--- config.mk ---
export PLATFORM = sky130hd
export DESIGN_NAME = ps2_scancode_decoder
export DESIGN_NICKNAME = d
export VERILOG_FILES = /design/src/rtl/ps2_pkg.sv /design/src/rtl/ps2_event_fifo.sv /design/src/rtl/ps2_scancode_decoder.sv
export SDC_FILE = /design/constraint.sdc
export NUM_CORES = 1
export LEC_CHECK = 0
export ABC_AREA = 1
export CAP_MARGIN = 20
export CORE_MARGIN = 4
export CORE_UTILIZATION = 30
export DETAILED_ROUTE_END_ITERATION = 12
export GPL_ROUTABILITY_DRIVEN = 0
export HOLD_SLACK_MARGIN = 0.03
export SLEW_MARGIN = 20
export SYNTH_ARGS = -nofsm -noshare
export SYNTH_HDL_FRONTEND = slang
export SYNTH_SLANG_ARGS = --single-unit
--- constraint.sdc ---
create_clock -name clock -period 5.3 [get_ports clock]
set_input_delay 0.53 -clock clock [delete_from_list [all_inputs] [get_ports clock]]
set_output_delay 0.53 -clock clock [all_outputs]
set_load 0.05 [all_outputs]
--- src/rtl/ps2_pkg.sv ---
// Shared types and byte constants for the PS/2 set-2 scancode decoder.
package ps2_pkg;

  typedef enum logic [2:0] {
    ST_IDLE,
    ST_E0,
    ST_F0,
    ST_E0F0,
    ST_PAUSE
  } ps2_state_e;

  typedef struct packed {
    logic       released;
    logic       extended;
    logic [7:0] code;
  } ps2_event_t;

  localparam logic [7:0] PS2_PFX_EXT     = 8'hE0;
  localparam logic [7:0] PS2_PFX_BRK     = 8'hF0;
  localparam logic [7:0] PS2_PFX_PAUSE   = 8'hE1;

  localparam logic [7:0] PS2_RPY_ACK     = 8'hFA;
  localparam logic [7:0] PS2_RPY_BAT     = 8'hAA;
  localparam logic [7:0] PS2_RPY_ECHO    = 8'hEE;
  localparam logic [7:0] PS2_RPY_RESEND  = 8'hFE;
  localparam logic [7:0] PS2_RPY_ERR0    = 8'h00;
  localparam logic [7:0] PS2_RPY_ERR1    = 8'hFF;

  localparam logic [7:0] PS2_FAKE_LSHIFT = 8'h12;
  localparam logic [7:0] PS2_FAKE_RSHIFT = 8'h59;
  localparam logic [7:0] PS2_PAUSE_CODE  = 8'h77;
  localparam logic [2:0] PS2_PAUSE_LAST  = 3'd6;

  function automatic logic ps2_is_reply(input logic [7:0] b);
    return b inside {PS2_RPY_ACK, PS2_RPY_BAT, PS2_RPY_ECHO,
                     PS2_RPY_RESEND, PS2_RPY_ERR0, PS2_RPY_ERR1};
  endfunction

endpackage

--- src/rtl/ps2_event_fifo.sv ---
// Power-of-two event FIFO; a push on full is accepted only if a pop frees a slot that cycle.
module ps2_event_fifo #(
  parameter int unsigned DEPTH = 8,
  parameter int unsigned WIDTH = 10
) (
  input  logic             clock,
  input  logic             reset,
  input  logic             push,
  input  logic [WIDTH-1:0] push_data,
  input  logic             pop,
  output logic [WIDTH-1:0] head,
  output logic             full,
  output logic             empty,
  output logic             dropped
);

  localparam int unsigned AW = $clog2(DEPTH);

  logic [WIDTH-1:0] mem [DEPTH];
  logic [AW-1:0]    wr_ptr;
  logic [AW-1:0]    rd_ptr;
  logic [AW:0]      count;
  logic             do_push;
  logic             do_pop;

  assign empty   = (count == '0);
  assign full    = (count == (AW+1)'(DEPTH));
  assign do_pop  = pop && !empty;
  assign do_push = push && (!full || do_pop);
  assign dropped = push && !do_push;
  assign head    = mem[rd_ptr];

  always_ff @(posedge clock) begin
    if (do_push) mem[wr_ptr] <= push_data;
  end

  always_ff @(posedge clock) begin
    if (reset) begin
      wr_ptr <= '0;
      rd_ptr <= '0;
      count  <= '0;
    end else begin
      if (do_push) wr_ptr <= wr_ptr + 1'b1;
      if (do_pop)  rd_ptr <= rd_ptr + 1'b1;
      case ({do_push, do_pop})
        2'b10:   count <= count + 1'b1;
        2'b01:   count <= count - 1'b1;
        default: ;
      endcase
    end
  end

endmodule

--- src/rtl/ps2_scancode_decoder.sv ---
// Folds PS/2 set-2 prefix sequences into key events and buffers them for the slowIO side.
// Optional typematic-repeat suppression is built when PS2_REPEAT_FILTER_EN is defined.
module ps2_scancode_decoder
  import ps2_pkg::*;
#(
  parameter int unsigned FIFO_DEPTH = 8
) (
  input  logic       clock,
  input  logic       reset,
  input  logic       in_valid,
  input  logic [7:0] in_byte,
  input  logic       in_error,
  output logic       event_valid,
  output logic [9:0] event_data,
  input  logic       event_ready,
  output logic [7:0] status_byte,
  output logic       status_strobe,
  output logic       overflow,
  input  logic       clear_overflow
);

  ps2_state_e state, next_state;
  logic [2:0] pause_cnt, next_cnt;
  ps2_event_t cand;
  logic       cand_valid;
  logic       cand_pause;
  logic       status_upd;
  logic       is_fake;
  logic       push;
  logic [$bits(ps2_event_t)-1:0] fifo_head;
  logic       fifo_empty;
  logic       fifo_full_unused;
  logic       fifo_dropped;

  assign is_fake = (in_byte == PS2_FAKE_LSHIFT) || (in_byte == PS2_FAKE_RSHIFT);

  always_ff @(posedge clock) begin
    if (reset) begin
      state     <= ST_IDLE;
      pause_cnt <= '0;
    end else begin
      state     <= next_state;
      pause_cnt <= next_cnt;
    end
  end

  always_comb begin
    next_state = state;
    next_cnt   = pause_cnt;
    cand       = '0;
    cand_valid = 1'b0;
    cand_pause = 1'b0;
    status_upd = 1'b0;
    if (in_valid) begin
      if (in_error) begin
        next_state = ST_IDLE;
        next_cnt   = '0;
      end else begin
        case (state)
          ST_IDLE: begin
            if (in_byte == PS2_PFX_EXT) next_state = ST_E0;
            else if (in_byte == PS2_PFX_BRK) next_state = ST_F0;
            else if (in_byte == PS2_PFX_PAUSE) begin
              next_state = ST_PAUSE;
              next_cnt   = '0;
            end else if (ps2_is_reply(in_byte)) status_upd = 1'b1;
            else begin
              cand       = '{released: 1'b0, extended: 1'b0, code: in_byte};
              cand_valid = 1'b1;
            end
          end
          ST_E0: begin
            if (in_byte == PS2_PFX_BRK) next_state = ST_E0F0;
            else begin
              next_state = ST_IDLE;
              cand       = '{released: 1'b0, extended: 1'b1, code: in_byte};
              cand_valid = !is_fake;
            end
          end
          ST_F0: begin
            next_state = ST_IDLE;
            cand       = '{released: 1'b1, extended: 1'b0, code: in_byte};
            cand_valid = 1'b1;
          end
          ST_E0F0: begin
            next_state = ST_IDLE;
            cand       = '{released: 1'b1, extended: 1'b1, code: in_byte};
            cand_valid = !is_fake;
          end
          ST_PAUSE: begin
            if (pause_cnt == PS2_PAUSE_LAST) begin
              next_state = ST_IDLE;
              next_cnt   = '0;
              cand       = '{released: 1'b0, extended: 1'b1, code: PS2_PAUSE_CODE};
              cand_valid = 1'b1;
              cand_pause = 1'b1;
            end else begin
              next_cnt = pause_cnt + 3'd1;
            end
          end
          default: next_state = ST_IDLE;
        endcase
      end
    end
  end

`ifdef PS2_REPEAT_FILTER_EN
  // Held map tracks keys by {extended, code}; it is updated even when the FIFO drops the event.
  logic [511:0] held;
  logic [8:0]   held_idx;

  assign held_idx = {cand.extended, cand.code};
  assign push     = cand_valid && (cand_pause || cand.released || !held[held_idx]);

  always_ff @(posedge clock) begin
    if (reset) held <= '0;
    else if (status_upd && (in_byte == PS2_RPY_BAT)) held <= '0;
    else if (cand_valid && !cand_pause) held[held_idx] <= !cand.released;
  end
`else
  logic unused_pause;
  assign unused_pause = cand_pause;
  assign push         = cand_valid;
`endif

  ps2_event_fifo #(
    .DEPTH(FIFO_DEPTH),
    .WIDTH($bits(ps2_event_t))
  ) u_fifo (
    .clock    (clock),
    .reset    (reset),
    .push     (push),
    .push_data(cand),
    .pop      (event_ready),
    .head     (fifo_head),
    .full     (fifo_full_unused),
    .empty    (fifo_empty),
    .dropped  (fifo_dropped)
  );

  assign event_valid = !fifo_empty;
  assign event_data  = event_valid ? fifo_head : '0;

  always_ff @(posedge clock) begin
    if (reset) begin
      status_byte   <= '0;
      status_strobe <= 1'b0;
      overflow      <= 1'b0;
    end else begin
      status_strobe <= status_upd;
      if (status_upd) status_byte <= in_byte;
      if (fifo_dropped) overflow <= 1'b1;
      else if (clear_overflow) overflow <= 1'b0;
    end
  end

endmodule

======== Yosys cells after proc, flatten, opt, wreduce, memory -nomap -nowiden ========
Memory sizes are Yosys's and may differ from the RTL's. A register that Yosys moved wholly into a read port is not among the register bits.
Cells that the tools add are included.
storage, ports and cells
  output and inout bits ................... 21
  bits in registers ....................... 26
  word-level logic and storage cells ...... 101
  RAM bits ................................ 80
  memories kept ........................... 1
  input bits .............................. 14
memory list
  memory      words  bits a word  rd ports  clocked after memory_dff  wr ports  line                  source
  u_fifo.mem  8      10           1         1                         1         ps2_event_fifo.sv:19  logic [WIDTH-1:0] mem [DEPTH];
cells by class
  multiplexer cells ....................... 46
  add/sub/neg operators ................... 5
  reductions and logical operators ........ 18
  eq/ne operators ......................... 23
operators by type and width
  cell                                                                   count
  8-bit equality test, second input constant                             8
  10-bit one-hot mux with 5 select lines                                 1
  3-bit 2-to-1 mux                                                       12
  8-bit 2-to-1 mux                                                       4
  10-bit 2-to-1 mux                                                      3
  1-bit 2-to-1 mux                                                       19
  9-bit 2-to-1 mux                                                       2
  3-bit inequality test, second input constant                           4
  3-bit by 1-bit adder with 3-bit output, second input constant          3
  3-bit one-hot mux with 3 select lines                                  1
  8-bit by 5-bit equality test with 1-bit output, second input constant  1
  8-bit by 7-bit equality test with 1-bit output, second input constant  1
  8-bit zero test                                                        1
  4-bit one-hot mux with 2 select lines                                  1
  3-bit by 2-bit equality test with 1-bit output, second input constant  2
  3-bit equality test, second input constant                             2
  3-bit one-hot mux with 2 select lines                                  1
  6-bit nonzero test                                                     1
  5-bit inequality test, second input constant                           1
  1-bit one-hot mux with 5 select lines                                  1
  5-bit AND reduction                                                    1
  4-bit by 1-bit adder with 4-bit output, second input constant          1
  4-bit equality test, second input constant                             1
  1-bit zero test                                                        4
  12 further kinds                                                       16

======== Logic depth before layout (Yosys ltp) ========
  word-level depth ........................ 13
  depth in mapped cells ................... 21
  mapped depth without buffers ............ 21

======== By module ========
From an unflattened synthesis, not the netlist that was laid out.
second synthesis, totals
  cell total of the unflattened synthesis .. 528
  area total of the unflattened synthesis .. 5132.4 um^2
by module, submodules not included
  module                seq. area each (um^2)  area an instance (um^2)  cells each  times used
  ps2_event_fifo        2662.6                 3812.4                   302         1
  ps2_scancode_decoder  320.3                  1320.0                   226         1

======== Worst setup path after synthesis ========
Ideal clock, no wire load.
  path kind ............................... register to output
  from .................................... reg u_fifo.count[0]
  to ...................................... out event_data[0]
  stages on the path, launching flop included .. 8
  required time ........................... 4.770 ns
  buffers on the path ..................... 1
  data arrival time ....................... 2.189 ns
  slack ................................... 2.581 ns
  path through ............................ dfxtp_1 > nor2_1 > inv_1 > nor3_1 > inv_1 > clkbuf_1 > o21ai_0 > a31oi_1
between the ends
  cells in the longest elaborated chain, start to end .. 2
RTL lines
  element                 line                         source
  from (decl)             ps2_event_fifo.sv:22         logic [AW:0] count;
  from (signal assigned)  ps2_event_fifo.sv:46         2'b10: count <= count + 1'b1;
  from (signal assigned)  ps2_event_fifo.sv:47         2'b01: count <= count - 1'b1;
  4-bit zero test         ps2_event_fifo.sv:26         assign empty = (count == '0);
  10-bit 2-to-1 mux       ps2_scancode_decoder.sv:142  assign event_data = event_valid ? fifo_head : '0;
  to (decl)               ps2_scancode_decoder.sv:14   output logic [9:0] event_data,
No other way between the ends.

==> impl_metrics.json <==
{
  "drc_errors": 0,
  "max_slew.worst_pin.slew_ns": 1.043,
  "seq_area_um2": 2983,
  "wl_per_cell_um": 14.37,
  "netlist_area_um2": 4836,
  "path_clk_slew_ns": 0.07,
  "fin_ws_ns": 1.581,
  "synth_top_area_share_pct": 49.68,
  "viasPerCell": 4.741,
  "final_cell_mix": "nor2_1, edfxtp_1, o21ai_0",
  "arrival_ns": 3.19,
  "drt_pass1_iterations": 5,
  "routed_wl_mm": 10.84,
  "port_buffers": 34,
  "critical_path_class": "reg -> out",
  "setup_tns_ns": 0,
  "drtIter0Drc": 308,
  "endpoint_kind": "output port",
  "ctsHoldBuffers": 0,
  "finalClockSkew_ns": 0.01373,
  "crit_fanout": 21,
  "power_frac_comb_pct": 38.5,
  "p_leak_nw": 2.059,
  "clockBufferDepth": 2,
  "start_kind": "flip-flop",
  "fmax_ghz": 0.2689,
  "required_ns": 4.77,
  "gr-usage-all-layers_pct": 12.33,
  "synth_area_leaders": "edfxtp_1, dfxtp_1, nor2_1",
  "dp.final_hpwl_mm": 7.396,
  "hold_viol": 0,
  "switching_share_pct": 39.31,
  "hp-class": "reg -> reg",
  "multiInputGateArea_um2": 1582,
  "outcome": "finished clean",
  "h-tree-depth": 3,
  "final_util_pct": 36.13,
  "placed_area_um2": 5383,
  "grt_use_met1_pct": 15.18,
  "syn_inst": 503,
  "rsz0062_at_grt": "false",
  "die_area_um2": 18220,
  "grt.busiest_layer": "met2",
  "start_util_pct": 30.55,
  "ant_nets": 0,
  "p_int_w": 0.001668,
  "use_met2_pct": 20.76,
  "die_height_um": 135.0,
  "report.final.slew_viol_count": 0,
  "cts_sinks": 109,
  "yosysTopAreaCell": "edfxtp_1",
  "synth_cell_type_count": 33,
  "ys_ff_latch": 109,
  "ys_seq_area_share_pct": 61.68,
  "slew_headroom_pct": 30.22,
  "cellPowerDensity_nw_per_um2": 480.7,
  "cts_resized": 0,
  "die_x_um": 135.0,
  "grt_use_met3_pct": 3.800,
  "syn_area_per_cell_um2": 9.614,
  "post-cts-setup-buffers": 0,
  "reg2reg_slack_ns": 2.62,
  "setup_viol": 0,
  "grt_overflow": 0,
  "numCtsBuffers": 9,
  "syn_nets": 522,
  "cts_root_buf": "clkbuf_16",
  "num_rows": 46,
  "antenna_found_initial": 0,
  "via_count": 3575,
  "min_period_ns": 3.719,
  "grt_pass1_vias": 3484,
  "grt_max_degree": 42,
  "area_growth_pct": 18.24,
  "cap_viol_max_count": 0,
  "fin_crit_sh_pct": 70.18,
  "clock_latency_ns": 0.35,
  "p_clk_share_pct": 24.7,
  "nets": 552,
  "vdd_ir_drop_max_mv": 0.2850,
  "seq_power_share_pct": 36.8,
  "grt_first_pass_wirelength_mm": 17.52,
  "insertedDiodeCount": 0,
  "synth_warnings": 0,
  "pre_cts_slack_ns": 1.777,
  "core-area_um2": 15830,
  "finalInstanceArea_um2": 5718,
  "num-fill-cells": 1590,
  "power.switching_w": 0.001081,
  "final_common_cell": "nor2_1",
  "io_pins": 35,
  "cts_tree": "built",
  "drive_gt1_share_pct": 8.178
}
-- metrics by stage --
stage / total power [W] / cells / hold slack [ns]
2_1_floorplan: 0.001765 / 503 / 0.4334
3_3_place_gp: 0.002059 / 736 / 0.4362
3_5_place_dp: 0.002072 / 736 / 0.4410
4_1_cts: 0.002749 / 752 / 0.4553
5_1_grt: 0.002904 / 754 / 0.4703
6_report: 0.002749 / 754 / 0.4517
-- power by group through the flow --
stage / sequential [W] / clock (W) / combinational [W]
after floorplan: 0.00100 / 0 / 0.000760
after global placement: 0.00103 / 0 / 0.00103
after detailed placement: 0.00103 / 0 / 0.00104
after CTS: 0.00101 / 0.000693 / 0.00104
after global routing: 0.00102 / 0.000728 / 0.00116
final: 0.00101 / 0.000680 / 0.00106
-- registers in the layout, summed over array words and instances, names as in the netlist, 3 cells and up, named ones only --
signal and count:
pause_cnt 3, state 3, status_byte 8, u_fifo.count 4, u_fifo.mem 80, u_fifo.rd_ptr 3
u_fifo.wr_ptr 3
-- worst max-delay path, cell delays in order, from the launching register on --
cell and delay (ns):
dfxtp_1 0.86, inv_1 0.58, o21ai_0 0.22, o22ai_1 0.09, o21ai_0 0.27, a31oi_1 0.08
clkdlybuf4s50_1 0.74
-- cell families after synthesis --
| kind of cell | after synthesis | share of synthesized area, % |
|---|---|---|
| fa+ha+maj | 5 | 1.449 |
| flops | 109 | 61.68 |
| xor+xnor | 1 | 0.1811 |
| simple gates | 190 | 16.84 |
| buf+inv | 72 | 5.666 |
| compound gates | 126 | 14.18 |
-- final timing paths --
| path | start | end | cells after the start |
|---|---|---|---|
| hold / removal | status_byte[1] | status_byte[1] | 2 |
| setup / recovery | flip-flop | event_data[9] | 6 |
| hold reg to reg | status_byte[1] | status_byte[1] | 2 |
| setup reg to reg | state[0] | u_fifo.mem[1][2] | 13 |
-- synth_stat cells, drive strengths merged --
cell type / number
buf: 3
a41oi: 1
nand4: 4
xor2: 1
ha: 4
nor2: 108
fa: 1
a211oi: 3
a31oi: 13
o22ai: 10
and3: 1
nand2: 63
nand3: 7
dfxtp: 29
a21oi: 32
o31ai: 1
clkbuf: 15
nor3: 5
edfxtp: 80
nor3b: 2
o21ai: 66
inv: 54
-- layout make-up --
class	instances	area share [%]
clock buffers	10	4.004
clock inverters	6	1.204
inverters	54	3.545
multi-input cells	322	27.66
flip-flops and latches	109	52.17
well taps	216	4.726
repair buffers	37	6.696
-- layer usage --
metal  vias up  share of wire [%]
li1       1776                  -
met5         -                  0
met1      1701                 45
met2        88                 50
met4         0                1.2
met3        10                4.3
Power figures use the tool's default switching activity.
